### config.mk
export PLATFORM = sky130hd
export DESIGN_NAME = shift_arbiter_32
export DESIGN_NICKNAME = d
export VERILOG_FILES = /design/src/rtl/shift_pkg.sv /design/src/rtl/shift_core_32.sv /design/src/rtl/shift_arbiter_32.sv
export SDC_FILE = /design/constraint.sdc
export NUM_CORES = 1
export LEC_CHECK = 0
export BUFFER_PORTS_ARGS = -buffer_cell sky130_fd_sc_hd__buf_4
export CAP_MARGIN = 5
export CORE_MARGIN = 2
export CORE_UTILIZATION = 45
export DETAILED_ROUTE_END_ITERATION = 7
export GPL_ROUTABILITY_DRIVEN = 0
export PLACE_DENSITY = 0.67
export SYNTH_ARGS = -nofsm -noshare
export SYNTH_HDL_FRONTEND = slang
export SYNTH_SLANG_ARGS = --single-unit
### constraint.sdc
create_clock -name clk -period 4.9 [get_ports clk]
set_input_delay 1.47 -clock clk [delete_from_list [all_inputs] [get_ports clk]]
set_output_delay 1.47 -clock clk [all_outputs]
set_load 0.05 [all_outputs]
### src/rtl/shift_pkg.sv
// Shared types and constants for the 32-bit shift arbiter slice.
// SHIFT_ARB_ROTATE_EN enables op 11 (rotate right) in shift_core_32.
package shift_pkg;

    localparam int DATA_W = 32;
    localparam int SH_W   = 5;

    typedef enum logic [1:0] {
        SH_SRL = 2'b00,
        SH_SLL = 2'b01,
        SH_SRA = 2'b10,
        SH_ROR = 2'b11
    } shift_op_e;

    typedef struct packed {
        logic [DATA_W-1:0] a;
        logic [SH_W-1:0]   shamt;
        shift_op_e         op;
    } shift_req_t;

    function automatic logic [DATA_W-1:0] bit_rev(input logic [DATA_W-1:0] v);
        logic [DATA_W-1:0] r;
        for (int i = 0; i < DATA_W; i++) begin
            r[i] = v[DATA_W-1-i];
        end
        return r;
    endfunction

endpackage

### src/rtl/shift_core_32.sv
// Combinational right-shift core with reversal (SLL) and sign fill (SRA).
// With SHIFT_ARB_ROTATE_EN op 11 rotates right, otherwise it is flagged as an error.
module shift_core_32
    import shift_pkg::*;
(
    input  shift_req_t        req_i,
    output logic [DATA_W-1:0] data_o,
    output logic              err_o
);

    logic [DATA_W-1:0] stage;
    logic [DATA_W-1:0] hi;
    logic              fill;
    logic              rot;

    always_comb begin
        rot   = 1'b0;
        err_o = 1'b0;
`ifdef SHIFT_ARB_ROTATE_EN
        rot   = (req_i.op == SH_ROR);
`else
        err_o = (req_i.op == SH_ROR);
`endif
        fill  = (req_i.op == SH_SRA) && req_i.a[DATA_W-1];
        stage = (req_i.op == SH_SLL) ? bit_rev(req_i.a) : req_i.a;
        hi    = '0;
        // Each stage shifts by 2^k; the bits entering from the top are either
        // the fill bit or, for rotate, the bits leaving at the bottom.
        for (int k = 0; k < SH_W; k++) begin
            hi = rot ? stage : {DATA_W{fill}};
            if (req_i.shamt[k]) begin
                stage = (stage >> (1 << k)) | (hi << (DATA_W - (1 << k)));
            end
        end
        data_o = (req_i.op == SH_SLL) ? bit_rev(stage) : stage;
        if (err_o) begin
            data_o = '0;
        end
    end

endmodule

### src/rtl/shift_arbiter_32.sv
// Round-robin arbiter sharing one shift core between two requesters.
// Result held in a one-entry output slot; SHIFT_ARB_ROTATE_EN enables op 11.
module shift_arbiter_32
    import shift_pkg::*;
(
    input  logic              clk,
    input  logic              rst,
    input  logic              req0_valid,
    output logic              req0_ready,
    input  logic [DATA_W-1:0] req0_a,
    input  logic [SH_W-1:0]   req0_shamt,
    input  logic [1:0]        req0_op,
    input  logic              req1_valid,
    output logic              req1_ready,
    input  logic [DATA_W-1:0] req1_a,
    input  logic [SH_W-1:0]   req1_shamt,
    input  logic [1:0]        req1_op,
    output logic              rsp_valid,
    input  logic              rsp_ready,
    output logic [DATA_W-1:0] rsp_data,
    output logic              rsp_id,
    output logic              rsp_err
);

    typedef enum logic {EMPTY, FULL} state_e;

    state_e            state_q;
    logic              ptr_q;
    logic [DATA_W-1:0] data_q;
    logic              id_q;
    logic              err_q;

    logic              can_accept;
    logic              gnt1;
    logic              accept;
    shift_req_t        sel;
    logic [DATA_W-1:0] core_data;
    logic              core_err;

    assign can_accept = (state_q == EMPTY) || rsp_ready;
    // Port 1 wins when alone or when the pointer favours it.
    assign gnt1       = req1_valid && (!req0_valid || ptr_q);
    assign req0_ready = can_accept && req0_valid && !gnt1;
    assign req1_ready = can_accept && gnt1;
    assign accept     = req0_ready || req1_ready;

    always_comb begin
        sel = gnt1 ? {req1_a, req1_shamt, shift_op_e'(req1_op)}
                   : {req0_a, req0_shamt, shift_op_e'(req0_op)};
    end

    shift_core_32 u_core (
        .req_i  (sel),
        .data_o (core_data),
        .err_o  (core_err)
    );

    always_ff @(posedge clk) begin
        if (rst) begin
            state_q <= EMPTY;
            ptr_q   <= 1'b0;
            data_q  <= '0;
            id_q    <= 1'b0;
            err_q   <= 1'b0;
        end else begin
            unique case (state_q)
                EMPTY: if (accept) state_q <= FULL;
                FULL:  if (rsp_ready && !accept) state_q <= EMPTY;
                default: state_q <= EMPTY;
            endcase
            if (accept) begin
                data_q <= core_data;
                id_q   <= gnt1;
                err_q  <= core_err;
                ptr_q  <= !gnt1;
            end
        end
    end

    assign rsp_valid = (state_q == FULL);
    assign rsp_data  = data_q;
    assign rsp_id    = id_q;
    assign rsp_err   = err_q;

endmodule
==> results.md <==
* Status: finished clean
* Syn Nets at 743
* Global-route wire length before repair at 31000 µm
* Clock-pin slew on the worst setup and hold paths at 80 ps
* Avg Vias per Cell at 6.94
* CTS Buf Count at 5
* Antenna-violating nets left at 0
* WHS at 444 ps
* HPWL after DPL at 15600 µm
* Slew margin rel. at 40.4%
* Yosys Warn Count at 0
* # IOs at 120
* Fraction of layout cells with a size suffix above 1 at 26.2%
* Input/output buffers at 119
* Final setup fails at 0
* Core footprint at 10900 µm²
* Synth Area in Compound Gates at 32.3%
* Mean post-synth cell area at 7.63 µm²
* Fin crit period at 4260 ps
* WL final at 19800 µm
* Post-Synth XOR/XNOR Area at 0.348%
* Seq/Total Area, Yosys at 14.3%
* Crit. End Element: flop
* Post-synth EDFFs at 0
* Post-route DRC at 0
* GRT Residual Overflow at 0
* Antenna diodes at 0
* PwrDens at 240 nW/µm²
* Flops & latches, synth at 36
* Post-CTS Setup Bufs at 0
* Post-synthesis mux area share at 26.3%
* CTS tree: built
* Hold/Removal Path Class: flop to flop
* WL/cell at 22.0 µm
* Area leader, netlist: mux2i_1
* Worst setup SP type: primary input
* VDD IR-drop max at 144 µV
* Final Skew at 8.07 ps
* Dpl cells at 891
* Fin nets at 841
* Arr. time, crit path at 4500 ps
* Lkg Pwr at 0.00264 µW
* H-tree levels at 2
* RSZ-0062 raised after global routing: no
* Largest net degree at the start of global routing at 31
* Synth Instances at 660
* Clk_lat worst skew at 290 ps
* Post_cts resized at 0
* Simple-gate share of the synthesized area at 19.9%
* Setup ws final at 636 ps
* Final hold violations at 0
* RR Startpoint: ptr_q
* Fmax at 0.234 GHz
* Max clock buf depth at 2
* Synthesized area at 5040 µm²
* Fill cells at 1029
* Max Cap Viol at 0
* Gr usage total at 33.0%
* Critical Path RT at 5140 ps
* Synth top area share at 17.1%
* Setup total negative slack at 0 ps
* Min-delay src: rsp_data[16]
* Crit path max fanout at 12
* Root Buffer: clkbuf_8
* Synthesized-area fraction occupied by adder cells at 0%
* Die ar. at 12100 µm²
* CP startpoint: req0_valid
* DR iter-0 viols at 962
* DRT Pass-1 Iters at 5
* Crit share post-route at 87.0%
* Fin cells at 899
* Least-Margin Pin Slew at 876 ps
* Area Overhead vs Synth at 21.1%
* Main combinational cell family by area after synthesis: compound AO/OA/AOI/OAI gates
* Die height at 110 µm
* Vias in the first global route at 5773
* Synth top area cells: mux2i_1 17%, dfxtp_1 14%, mux4_2 5.8%, a21oi_1 5.5%, nand2_1 5.0%
* Slew Limit Fails at 0
* Hold buffer count at CTS at 0
* Chip Width at 110 µm
* Starting Density at 46.3%
* Setup Crit Path Kind: primary input to flop
* Total power at 1460 µW
* CTS sink count at 36
* Vias after detailed routing at 6237
* FFs w/ async S/R, synth at 0%
* Post-synth top flop: dfxtp_1
* Cell row count at 38
* Initial antenna violation count at 0
* Worst slack, placed at 460 ps
* Synth unique cells at 74
-- placed cells by master, fill, tap and decap left out, types with 5 or more instances in the layout --
cell      netlist  layout
o211ai_1        7       7
a22oi_1        16      16
a21o_1          6       6
buf_4           9     147
nand2_1        67      66
clkbuf_8        0       5
o221ai_1        7       7
nand2b_1        5       5
o22ai_1        36      36
mux4_2         13      13
nor3_1         27      27
nand3_1        22      22
a211oi_1       15      15
nor2_1         56      55
a21oi_1        55      55
and3_1          9       9
mux2i_1        86      85
o21ai_0        28      28
a31oi_1        11      11
mux2_2          5       5
dfxtp_1        36      36
a221oi_1        6       6
-- cells in the mapped netlist, types with 5 or more instances --
| master | number |
|---|---|
| mux2i_1 | 86 |
| nand2_1 | 67 |
| nor2_1 | 56 |
| a21oi_1 | 55 |
| dfxtp_1 | 36 |
| o22ai_1 | 36 |
| o21ai_0 | 28 |
| nor3_1 | 27 |
| buf_2 | 26 |
| nand3_1 | 22 |
| a22oi_1 | 16 |
| a211oi_1 | 15 |
| clkbuf_1 | 13 |
| mux4_2 | 13 |
| a31oi_1 | 11 |
| and3_1 | 9 |
| buf_4 | 9 |
| o211ai_1 | 7 |
| o221ai_1 | 7 |
| a21o_1 | 6 |
| a221oi_1 | 6 |
| buf_6 | 5 |
| mux2_2 | 5 |
| nand2b_1 | 5 |
-- final cells by class --
class                      count  area, µm²  share of cell area [%]
multi-input combinational    564       4000                    65.5
clock buffer                   5       68.8                    1.13
timing repair buffer         147       1100                    18.1
sequential                    36        721                    11.8
clock inverter                 3       18.8                   0.308
tap                          140        175                    2.87
inverter                       4       15.0                   0.246
-- routing by layer --
metal,vias up,wire length [µm],part of all wire (%),global-route usage (%)
met5,-,0,0,0
met4,0,629,3.2,7.96
met3,75,2390,12,7.17
met2,449,8810,45,51.9
met1,2937,7960,40,45.7
li1,2776,-,-,-
-- state kept, by name (all words and copies together) (netlist names) --
signal	count
ptr_q	1
rsp_data	32
rsp_err	1
rsp_id	1
rsp_valid	1
-- path summary, 6_finish.rpt --
kind / endpoint / slack [ps] / cells past startpoint
worst max-delay path: rsp_data[31] / 640 / 10
worst min register to register: rsp_data[16] / 440 / 2
worst max register to register: rsp_data[31] / 1500 / 9
worst min-delay path: rsp_data[16] / 440 / 2
-- cells by family (layout without fill, tap and decap cells) --
family | count (synthesis) | in the layout
AO/OA/AOI/OAI | 239 | 239
XOR/XNOR | 2 | 2
buffers and inverters | 60 | 159
flip-flops | 36 | 36
multiplexers | 110 | 110
AND/OR/NAND/NOR | 213 | 213
-- where the power goes --
part / leakage [µW] / switching (µW) / internal, µW / total (µW)
registers: 0.000296 / 18.5 / 324 / 342
logic: 0.00229 / 584 / 327 / 911
clock network: 0.0000479 / 112 / 99.1 / 211
total: 0.00264 / 714 / 750 / 1460
-- metrics by stage --
| step | instance area (µm²) | utilization [%] |
|---|---|---|
| after global placement | 6010 | 55.2 |
| after floorplan | 5040 | - |
| after CTS | 6100 | 56.0 |
| after detailed placement | 6010 | 55.2 |
| after global routing | 6100 | 56.0 |
| final | 6100 | 56.0 |
-- worst max-delay path, cell delays in order --
cell	delay (ps)
buf_4	130
nand2b_1	350
nand3_1	500
o22ai_1	560
nor3_1	110
nor2_1	440
mux2i_4	180
a21o_1	230
o221ai_1	350
a21o_1	190
Note: power is estimated with default switching activity, not from simulation.
